**src/rtl/multicycle_controller_pkg.sv**
```systemverilog
// Shared types and encodings for the multicycle RISC-V control unit.
package multicycle_controller_pkg;

    localparam int unsigned OPC_W   = 7;
    localparam int unsigned STATE_W = 4;
    localparam int unsigned SEL_W   = 2;
    localparam int unsigned CNT_W   = 8;

    typedef enum logic [STATE_W-1:0] {
        S_FETCH    = 4'd0,
        S_DECODE   = 4'd1,
        S_MEMADR   = 4'd2,
        S_MEMREAD  = 4'd3,
        S_MEMWB    = 4'd4,
        S_MEMWRITE = 4'd5,
        S_EXECR    = 4'd6,
        S_ALUWB    = 4'd7,
        S_BEQ      = 4'd8,
        S_ERROR    = 4'd9
    } state_t;

    localparam logic [OPC_W-1:0] OP_LW    = 7'b0000011;
    localparam logic [OPC_W-1:0] OP_SW    = 7'b0100011;
    localparam logic [OPC_W-1:0] OP_RTYPE = 7'b0110011;
    localparam logic [OPC_W-1:0] OP_BEQ   = 7'b1100011;

    localparam logic [SEL_W-1:0] RES_ALUOUT    = 2'b00;
    localparam logic [SEL_W-1:0] RES_DATA      = 2'b01;
    localparam logic [SEL_W-1:0] RES_ALURESULT = 2'b10;

    localparam logic [SEL_W-1:0] SRCA_PC    = 2'b00;
    localparam logic [SEL_W-1:0] SRCA_OLDPC = 2'b01;
    localparam logic [SEL_W-1:0] SRCA_RS1   = 2'b10;

    localparam logic [SEL_W-1:0] SRCB_RS2  = 2'b00;
    localparam logic [SEL_W-1:0] SRCB_IMM  = 2'b01;
    localparam logic [SEL_W-1:0] SRCB_FOUR = 2'b10;

    localparam logic [SEL_W-1:0] ALUOP_ADD   = 2'b00;
    localparam logic [SEL_W-1:0] ALUOP_SUB   = 2'b01;
    localparam logic [SEL_W-1:0] ALUOP_FUNCT = 2'b10;

    localparam logic [SEL_W-1:0] IMM_I = 2'b00;
    localparam logic [SEL_W-1:0] IMM_S = 2'b01;
    localparam logic [SEL_W-1:0] IMM_B = 2'b10;

    // Immediate format selected purely from the opcode.
    function automatic logic [SEL_W-1:0] imm_sel(input logic [OPC_W-1:0] op);
        case (op)
            OP_SW:   return IMM_S;
            OP_BEQ:  return IMM_B;
            default: return IMM_I;
        endcase
    endfunction

endpackage

```
**src/rtl/multicycle_controller_if.sv**
```systemverilog
// Controller <-> datapath signal bundle.
interface multicycle_controller_if;

    logic [multicycle_controller_pkg::OPC_W-1:0]   opcode;
    logic                                          zero;
    logic                                          mem_ready;
    logic                                          mem_req;
    logic                                          pc_write;
    logic                                          ir_write;
    logic                                          reg_write;
    logic                                          mem_write;
    logic                                          adr_src;
    logic [multicycle_controller_pkg::SEL_W-1:0]   result_src;
    logic [multicycle_controller_pkg::SEL_W-1:0]   alu_src_a;
    logic [multicycle_controller_pkg::SEL_W-1:0]   alu_src_b;
    logic [multicycle_controller_pkg::SEL_W-1:0]   alu_op;
    logic [multicycle_controller_pkg::SEL_W-1:0]   imm_src;
    logic [multicycle_controller_pkg::STATE_W-1:0] state_o;
    logic                                          illegal_op;
    logic                                          timeout_err;

    modport master (
        input  opcode, zero, mem_ready,
        output mem_req, pc_write, ir_write, reg_write, mem_write, adr_src,
               result_src, alu_src_a, alu_src_b, alu_op, imm_src,
               state_o, illegal_op, timeout_err
    );

    modport slave (
        output opcode, zero, mem_ready,
        input  mem_req, pc_write, ir_write, reg_write, mem_write, adr_src,
               result_src, alu_src_a, alu_src_b, alu_op, imm_src,
               state_o, illegal_op, timeout_err
    );

endinterface

```
**src/rtl/mem_wait_timer.sv**
```systemverilog
// Counts consecutive stalled memory cycles and flags when the limit is hit.
module mem_wait_timer
    import multicycle_controller_pkg::*;
#(
    parameter int unsigned MEM_TIMEOUT = 15
) (
    input  logic clk,
    input  logic reset,
    input  logic clear_i,
    input  logic wait_i,
    output logic timeout_o
);

    logic [CNT_W-1:0] count_q, count_d;

    // Clear on any state change, otherwise count stalled cycles.
    always_comb begin
        count_d = count_q;
        if (clear_i) begin
            count_d = '0;
        end else if (wait_i) begin
            count_d = count_q + CNT_W'(1);
        end
    end

    // Counter register.
    always_ff @(posedge clk) begin
        if (reset) begin
            count_q <= '0;
        end else begin
            count_q <= count_d;
        end
    end

    // A ready arriving on the limit cycle suppresses the timeout.
    assign timeout_o = wait_i && (count_q == CNT_W'(MEM_TIMEOUT));

endmodule

```
**src/rtl/multicycle_controller.sv**
```systemverilog
// Moore control FSM for a multicycle RISC-V datapath with memory timeout.
module multicycle_controller
    import multicycle_controller_pkg::*;
#(
    parameter int unsigned MEM_TIMEOUT = 15
) (
    input  logic                   clk,
    input  logic                   reset,
    multicycle_controller_if.master bus
);

    state_t state_q, state_d;
    logic   wait_c;
    logic   clear_c;
    logic   timeout_c;

    assign wait_c  = ((state_q == S_FETCH) || (state_q == S_MEMREAD) ||
                      (state_q == S_MEMWRITE)) && !bus.mem_ready;
    assign clear_c = (state_d != state_q);

    mem_wait_timer #(
        .MEM_TIMEOUT (MEM_TIMEOUT)
    ) u_timer (
        .clk       (clk),
        .reset     (reset),
        .clear_i   (clear_c),
        .wait_i    (wait_c),
        .timeout_o (timeout_c)
    );

    // State register.
    always_ff @(posedge clk) begin
        if (reset) begin
            state_q <= S_FETCH;
        end else begin
            state_q <= state_d;
        end
    end

    // Next-state and Moore output decode.
    always_comb begin
        state_d         = state_q;
        bus.mem_req     = 1'b0;
        bus.pc_write    = 1'b0;
        bus.ir_write    = 1'b0;
        bus.reg_write   = 1'b0;
        bus.mem_write   = 1'b0;
        bus.adr_src     = 1'b0;
        bus.result_src  = RES_ALUOUT;
        bus.alu_src_a   = SRCA_PC;
        bus.alu_src_b   = SRCB_RS2;
        bus.alu_op      = ALUOP_ADD;
        bus.imm_src     = imm_sel(bus.opcode);
        bus.state_o     = state_q;
        bus.illegal_op  = 1'b0;
        bus.timeout_err = 1'b0;

        case (state_q)
            S_FETCH: begin
                bus.mem_req    = 1'b1;
                bus.ir_write   = bus.mem_ready;
                bus.pc_write   = bus.mem_ready;
                bus.alu_src_b  = SRCB_FOUR;
                bus.result_src = RES_ALURESULT;
                if (bus.mem_ready) begin
                    state_d = S_DECODE;
                end else if (timeout_c) begin
                    state_d = S_ERROR;
                end
            end
            S_DECODE: begin
                bus.alu_src_a = SRCA_OLDPC;
                bus.alu_src_b = SRCB_IMM;
                case (bus.opcode)
                    OP_LW, OP_SW: state_d = S_MEMADR;
                    OP_RTYPE:     state_d = S_EXECR;
                    OP_BEQ:       state_d = S_BEQ;
                    default: begin
                        bus.illegal_op = 1'b1;
                        state_d        = S_FETCH;
                    end
                endcase
            end
            S_MEMADR: begin
                bus.alu_src_a = SRCA_RS1;
                bus.alu_src_b = SRCB_IMM;
                if (bus.opcode == OP_LW) begin
                    state_d = S_MEMREAD;
                end else if (bus.opcode == OP_SW) begin
                    state_d = S_MEMWRITE;
                end else begin
                    state_d = S_FETCH;
                end
            end
            S_MEMREAD: begin
                bus.mem_req = 1'b1;
                bus.adr_src = 1'b1;
                if (bus.mem_ready) begin
                    state_d = S_MEMWB;
                end else if (timeout_c) begin
                    state_d = S_ERROR;
                end
            end
            S_MEMWB: begin
                bus.result_src = RES_DATA;
                bus.reg_write  = 1'b1;
                state_d        = S_FETCH;
            end
            S_MEMWRITE: begin
                bus.mem_req   = 1'b1;
                bus.adr_src   = 1'b1;
                bus.mem_write = 1'b1;
                if (bus.mem_ready) begin
                    state_d = S_FETCH;
                end else if (timeout_c) begin
                    state_d = S_ERROR;
                end
            end
            S_EXECR: begin
                bus.alu_src_a = SRCA_RS1;
                bus.alu_op    = ALUOP_FUNCT;
                state_d       = S_ALUWB;
            end
            S_ALUWB: begin
                bus.reg_write = 1'b1;
                state_d       = S_FETCH;
            end
            S_BEQ: begin
                bus.alu_src_a = SRCA_RS1;
                bus.alu_op    = ALUOP_SUB;
                bus.pc_write  = bus.zero;
                state_d       = S_FETCH;
            end
            S_ERROR: begin
                bus.timeout_err = 1'b1;
            end
            default: begin
                state_d = S_FETCH;
            end
        endcase
    end

endmodule

```
**src/flat_wrapper.sv**
```systemverilog
// flat-port wrapper written by rule: the top's interface ports become plain ports
module multicycle_controller_flat import multicycle_controller_pkg::*;
#(
    parameter int unsigned MEM_TIMEOUT = 15
)
  (clk, reset, bus_opcode, bus_zero, bus_mem_ready, bus_mem_req, bus_pc_write, bus_ir_write, bus_reg_write, bus_mem_write, bus_adr_src, bus_result_src, bus_alu_src_a, bus_alu_src_b, bus_alu_op, bus_imm_src, bus_state_o, bus_illegal_op, bus_timeout_err);
  multicycle_controller_if bus_i ();
  input  logic clk;
  input  logic reset;
  input wire logic [$bits(bus_i.opcode)-1:0] bus_opcode;
  input wire logic [$bits(bus_i.zero)-1:0] bus_zero;
  input wire logic [$bits(bus_i.mem_ready)-1:0] bus_mem_ready;
  output wire logic [$bits(bus_i.mem_req)-1:0] bus_mem_req;
  output wire logic [$bits(bus_i.pc_write)-1:0] bus_pc_write;
  output wire logic [$bits(bus_i.ir_write)-1:0] bus_ir_write;
  output wire logic [$bits(bus_i.reg_write)-1:0] bus_reg_write;
  output wire logic [$bits(bus_i.mem_write)-1:0] bus_mem_write;
  output wire logic [$bits(bus_i.adr_src)-1:0] bus_adr_src;
  output wire logic [$bits(bus_i.result_src)-1:0] bus_result_src;
  output wire logic [$bits(bus_i.alu_src_a)-1:0] bus_alu_src_a;
  output wire logic [$bits(bus_i.alu_src_b)-1:0] bus_alu_src_b;
  output wire logic [$bits(bus_i.alu_op)-1:0] bus_alu_op;
  output wire logic [$bits(bus_i.imm_src)-1:0] bus_imm_src;
  output wire logic [$bits(bus_i.state_o)-1:0] bus_state_o;
  output wire logic [$bits(bus_i.illegal_op)-1:0] bus_illegal_op;
  output wire logic [$bits(bus_i.timeout_err)-1:0] bus_timeout_err;
  assign bus_i.opcode = bus_opcode;
  assign bus_i.zero = bus_zero;
  assign bus_i.mem_ready = bus_mem_ready;
  assign bus_mem_req = bus_i.mem_req;
  assign bus_pc_write = bus_i.pc_write;
  assign bus_ir_write = bus_i.ir_write;
  assign bus_reg_write = bus_i.reg_write;
  assign bus_mem_write = bus_i.mem_write;
  assign bus_adr_src = bus_i.adr_src;
  assign bus_result_src = bus_i.result_src;
  assign bus_alu_src_a = bus_i.alu_src_a;
  assign bus_alu_src_b = bus_i.alu_src_b;
  assign bus_alu_op = bus_i.alu_op;
  assign bus_imm_src = bus_i.imm_src;
  assign bus_state_o = bus_i.state_o;
  assign bus_illegal_op = bus_i.illegal_op;
  assign bus_timeout_err = bus_i.timeout_err;
  multicycle_controller #(.MEM_TIMEOUT(MEM_TIMEOUT)) u_core (.clk(clk), .reset(reset), .bus(bus_i));
endmodule
```
**config.mk**
```make
export PLATFORM = sky130hd
export DESIGN_NAME = multicycle_controller_flat
export DESIGN_NICKNAME = d
export VERILOG_FILES = /design/src/rtl/multicycle_controller_pkg.sv /design/src/rtl/multicycle_controller_if.sv /design/src/rtl/mem_wait_timer.sv /design/src/rtl/multicycle_controller.sv /design/src/flat_wrapper.sv
export SDC_FILE = /design/constraint.sdc
export NUM_CORES = 1
export LEC_CHECK = 0
export ABC_CLOCK_PERIOD_IN_PS = 1700
export CORE_MARGIN = 1.5
export CORE_UTILIZATION = 40
export CTS_CLUSTER_DIAMETER = 120
export DETAILED_ROUTE_END_ITERATION = 6
export GPL_TIMING_DRIVEN = 0
export HOLD_SLACK_MARGIN = 0.08
export PLACE_DENSITY = 0.81
export SETUP_SLACK_MARGIN = 0.5
export SYNTH_ARGS = -nofsm -noshare
export SYNTH_HDL_FRONTEND = slang
export SYNTH_SLANG_ARGS = --single-unit
```
**constraint.sdc**
```tcl
create_clock -name clk -period 1.7 [get_ports clk]
set_input_delay 0.34 -clock clk [delete_from_list [all_inputs] [get_ports clk]]
set_output_delay 0.34 -clock clk [all_outputs]
set_load 0.05 [all_outputs]
```
==> results of run 1 <==
-- cells by family after synthesis --
family / share of synthesized area (%)
buffers and inverters: 6.592
AND/OR/NAND/NOR: 41.17
XOR/XNOR: 6.964
multiplexers: 1.990
flip-flops: 23.88
AO/OA/AOI/OAI: 17.16
adder cells (fa/ha/maj): 2.239
-- per-stage QoR --
stage | utilization [%] | worst slack, ns | cell area [um2]
after floorplan | - | -0.6431 | 1261
after global placement | 70.37 | -0.9788 | 1617
after detailed placement | 70.37 | -1.015 | 1617
after CTS | 88.34 | -0.3241 | 2029
-- repair_timing --
action                     4_1_cts
buffers inserted                29
setup endpoints to repair       34
pin swaps                       16
resized for setup              197
==> results summary, run 1 <==
The flow did not finish. The run ended at global routing (5_1_grt). The first error in the log reads "[ERROR DPL-0033] detailed placement checks failed during check placement". The top cell type by total area after synthesis is sky130_fd_sc_hd__dfxtp_1. In the synthesized netlist, the cells that appear most often are sky130_fd_sc_hd__dfxtp_1 (12), sky130_fd_sc_hd__nor2_1 (12), sky130_fd_sc_hd__nor3_1 (11), sky130_fd_sc_hd__nand2_1 (8), sky130_fd_sc_hd__nand3_1 (7). The share of flip-flops with an asynchronous set or reset after synthesis is 0%. The clock root buffer master is sky130_fd_sc_hd__clkbuf_4. Summed over all nets, the half-perimeter wirelength after detailed placement is roughly 2.3 mm.

The number of warnings reported in the yosys synthesis log is 0. Ranked by total cell area, the synthesized netlist is headed by sky130_fd_sc_hd__dfxtp_1 (24%), sky130_fd_sc_hd__nor3_1 (5.5%), sky130_fd_sc_hd__nor2_1 (4.5%), sky130_fd_sc_hd__nor4b_2 (4.5%), sky130_fd_sc_hd__and4bb_2 (3.7%). 33 I/O pins were placed. After the last repair the worst path ends at a top-level output. The synthesized net count came out at around 140. The starting utilization of the core area came out at around 44%. The number of antenna violations at the first check in global routing came out at 0. The largest net degree at the start of global routing came out at 11. The last worst endpoint in the global-route repair_timing is bus_pc_write. In the synthesized netlist the dominant register cell turns out to be sky130_fd_sc_hd__dfxtp_1.

The total of hold buffers inserted after clock tree synthesis came out at 0. The portion of synthesized cell area occupied by the leading cell type came out at 23.88%. At the end of routability-driven placement, the weighted congestion stood at 0.8453. The synthesized design contains 0 enable-type register cells. In this run the horizontal extent of the chip is roughly 53 um. The netlist uses 44 different library cells. Summing the sequential cell areas from Yosys gives 23.88% of the chip area. The cell count after synthesis is 124. The die height came out at 53.15 um. The cell row count is 17. The number of port buffers came out at 32.

The average cell area after synthesis came out at 8.113 um2. After synthesis the netlist holds a flip-flop and latch count of 12. The count of placed standard cells including taps is between 150 and 200. The count of H-tree levels built during CTS is 1. The count of clock tree sinks is 12. TritonCTS created 3 clock buffers. The area of the mapped netlist came out at between 1000 and 1500 um2. The deepest clock path buffer count came out at 2.
==> run 2: changes to the inputs <==
--- a/config.mk
+++ b/config.mk
@@ -5,15 +5,12 @@
 export SDC_FILE = /design/constraint.sdc
 export NUM_CORES = 1
 export LEC_CHECK = 0
-export ABC_CLOCK_PERIOD_IN_PS = 1700
+export ABC_CLOCK_PERIOD_IN_PS = 2210
 export CORE_MARGIN = 1.5
-export CORE_UTILIZATION = 40
-export CTS_CLUSTER_DIAMETER = 120
+export CORE_UTILIZATION = 25
 export DETAILED_ROUTE_END_ITERATION = 6
 export GPL_TIMING_DRIVEN = 0
-export HOLD_SLACK_MARGIN = 0.08
-export PLACE_DENSITY = 0.81
-export SETUP_SLACK_MARGIN = 0.5
+export PLACE_DENSITY_LB_ADDON = 0.15
 export SYNTH_ARGS = -nofsm -noshare
 export SYNTH_HDL_FRONTEND = slang
 export SYNTH_SLANG_ARGS = --single-unit
==> constraint.sdc (replaced) <==
create_clock -name clk -period 2.21 [get_ports clk]
set_input_delay 0.442 -clock clk [delete_from_list [all_inputs] [get_ports clk]]
set_output_delay 0.442 -clock clk [all_outputs]
set_load 0.05 [all_outputs]
==> run 2 against run 1 <==
  * The run now ends clean
  * Area after synthesis unchanged
  * Synthesized cell count unchanged
==> results summary, run 2 <==
The path class of the lowest-slack min-delay path is flip-flop to flip-flop. In this run the critical register-to-register path is captured at u_core.u_timer.count_q[1]. TritonCTS built the clock tree. The share of flip-flops with an asynchronous set or reset after synthesis is 0%. By count the netlist is led by sky130_fd_sc_hd__dfxtp_1 (12), sky130_fd_sc_hd__nor2_1 (12), sky130_fd_sc_hd__nor3_1 (11), sky130_fd_sc_hd__nand2_1 (8), sky130_fd_sc_hd__nand3_1 (7). The all-layer global routing usage is 14.33%. The element type at the critical path end is a primary output. The number of primary I/O pins came out at 33. The worst slew margin relative to its limit came out at 67.16%. The area added between synthesis and finish came out at 57.34%. In this run the static leakage power is 0.0005886 uW. Synthesis produced around 120 cells. The number of standard cells in the final layout excluding fillers came out at 208.

The final number of max-transition violations is 0. The peak supply drop came out at around 0.24 mV. The number of warnings reported in the yosys synthesis log is 0.

u_core.u_timer.count_q holds more flip-flops than any other register. Following the worst setup path forward leads to its endpoint at bus_imm_src[1]. The number of antenna violations at the first check in global routing came out at 0. After detailed placement, the design holds a cell count of 204. The max capacitance violation total came out at 0.

The portion of synthesized cell area occupied by the leading cell type came out at 23.88%. The largest driver fanout on the critical path came out at 6. The number of global-route vias before repair is ~1,000. By startpoint and endpoint, the worst setup path is classified as input port to primary output.

The number of optimization iterations in the first detailed-route pass is 4. The cell count of the worst reg-to-reg path is 7. The number of design-rule violations left by the first detailed-router iteration is 43.

Synthesis produced a netlist with a net count of 136. The post-route netlist has 32.50% of its cells at a drive strength greater than 1. The first global-routing pass estimated 4.830 mm of wire. The area of the mapped netlist came out at 1006 um2.

Summed over all instances, the cell type with the most area after synthesis is sky130_fd_sc_hd__dfxtp_1. Counting flops and latches in the post-synthesis netlist gives 12. The startpoint of the worst setup timing path is bus_opcode[2]. In the routed design, unresolved DRC markers number 0. The post-route clock skew is between 0.002 and 0.0025 ns. The clock transition time at the flip-flop clock pins of the worst setup and hold paths came out at 0.05 ns.

Dividing the detail-routed wire length by the instance count gives around 14 um. The required time reported for the critical path endpoint came out at 1.77 ns. Power spread over the standard cell area amounts to 406.9 nW/um2.

The run finished with clean final reports. The portion of the post-synthesis area used by sequential elements is 23.88%. Leaving out fill and tap cells, the most frequent cells in the layout are sky130_fd_sc_hd__nor2_1 (12), sky130_fd_sc_hd__clkdlybuf4s50_1 (12), sky130_fd_sc_hd__nor3_1 (9). The worst register-to-register path begins at u_core.bus.state_o[1]. The setup violation total in the final timing report is 0. The timing-limited maximum frequency is 465.7 MHz. In this run the standard cell core region covers 3771 um2. Each instance of the synthesized netlist takes up on average 8.113 um2. The area of the die came out at 4414 um2. The most common flop cell mapped by yosys is sky130_fd_sc_hd__dfxtp_1.

CTS built an H-tree with a depth of 1. The final-stage net count is 173. The setup check on the worst reg-to-reg path leaves a slack of between 0.15 and 0.2 ns. The number of different library cells in the post-synthesis netlist is 44. The clock network latency to the later pin of the worst-skew pair came out at about 0.25 ns. The die height came out at 66.44 um.

After legalization and detailed placement, the total HPWL measured 2.279 mm. The cell area after layout is roughly 1600 um2. The final period demand of the worst path came out at approximately 2.1 ns. In this run, synthesis inferred 0 flip-flops with an integrated enable. By area the synthesized netlist is led by sky130_fd_sc_hd__dfxtp_1 (24%), sky130_fd_sc_hd__nor3_1 (5.5%), sky130_fd_sc_hd__nor2_1 (4.5%), sky130_fd_sc_hd__nor4b_2 (4.5%), sky130_fd_sc_hd__and4bb_2 (3.7%). The antenna diode count is 0.

Once the floorplan was initialized, standard cells occupied 26.68% of the core. The total of fill cells in the finished design came out at 384. The share of the clock period used by the worst path is 97.16%. The number of flip-flops under the largest register name is 8. The category of the worst setup path launch point is an input port.

The via total after detailed routing is between 1,000 and 1,500. The count of clock tree sinks came out at 12. Dividing the detail-routed via count by the number of cells gives 5.173. The largest net degree at the start of global routing is 11. The clock root buffer master is sky130_fd_sc_hd__clkbuf_8. Setup repair after global routing left no endpoint under its margin. The global placer's final weighted congestion is 0.8122. The number of clock buffers inserted by TritonCTS came out at 3. The number of failing hold endpoints at the final stage came out at 0. The number of nets still failing antenna checks after routing is 0. After global routing the overflow that remains totals 0. The routed design has 2.999 mm of wire.

The deepest clock path buffer count came out at 2. The post-detailed-placement cell area came out at 1511 um2. The slew of the pin with the lowest slew margin is about 0.49 ns.

The cell row count is 22. The arrival time at the worst endpoint came out at 1.71 ns. Measured along the x axis, the die boundary spans 66.44 um. The number of port buffers is 32.
## run 2: cell counts after synthesis
No cell type changed its count.
## run 2: critical path, stage by stage
cell and delay (ns):
sky130_fd_sc_hd__clkdlybuf4s50_1 0.39, sky130_fd_sc_hd__and4bb_4 0.38, sky130_fd_sc_hd__and4_1 0.25, sky130_fd_sc_hd__clkbuf_4 0.24
## run 2: repair_timing
action                                  CTS  global route
hold buffers                              0             0
resized for setup                        65            12
buffers inserted                          0             1
endpoints found under the setup margin   25            14
pin swaps                                 1             4
## run 2: through the flow
stage               hold slack [ns]  power, uW  setup WS (ns)  setup TNS (ns)  util [%]
detailed placement           0.5356      407.2        -0.6867          -6.022     40.08
finish                       0.5586      644.0        0.06279               0     41.97
floorplan                    0.5014      346.6        -0.2352         -0.6252         -
global placement             0.5296      405.8        -0.6858          -5.737     40.08
global route                 0.5660      673.0        0.01771               0     41.97
CTS                          0.5434      649.6        -0.1400         -0.1400     41.27
## run 2: how the worst min path moves through the flow
stage,cells past startpoint,slack (ns),to,from
finish,2,0.56,u_core.u_timer.count_q[7],u_core.u_timer.count_q[7]
global route,2,0.57,u_core.u_timer.count_q[7],u_core.u_timer.count_q[7]
CTS,2,0.54,u_core.u_timer.count_q[7],u_core.u_timer.count_q[7]
detailed placement,2,0.54,u_core.u_timer.count_q[7],u_core.u_timer.count_q[7]
global placement,2,0.53,u_core.u_timer.count_q[7],u_core.u_timer.count_q[7]
floorplan,1,0.50,u_core.bus.state_o[2],reset
## run 2: final cells by class
cell class	count	area, um2	area share (%)
multi-input cells	98	784.5	49.57
inverters	6	22.52	1.423
flip-flops and latches	12	252.7	15.97
clock buffers	4	55.05	3.478
repair buffers	33	316.6	20.00
plain buffers	7	91.34	5.771
well taps	48	60.06	3.794
## run 2: routing by layer
layer | global-route usage (%) | vias to the layer above | part of all wire, %
li1 | - | 537 | -
met1 | 17.64 | 513 | 45
met2 | 24.50 | 21 | 50
met3 | 2.215 | 5 | 3.2
met4 | 6.122 | 0 | 1.7
met5 | 0 | - | 0
## run 2: power breakdown
group          internal, uW  total [uW]  switching, uW
logic                  72.6         176            104
registers               217         225           8.21
clock network           158         243           84.8
total                   447         644            197
## run 2: cell families after synthesis
group / synth area share, %
flip-flops: 23.88
multiplexers: 1.990
AND/OR/NAND/NOR: 41.17
adder cells (fa/ha/maj): 2.239
buffers and inverters: 6.592
XOR/XNOR: 6.964
AO/OA/AOI/OAI: 17.16
(Power assumes the default switching activity.)
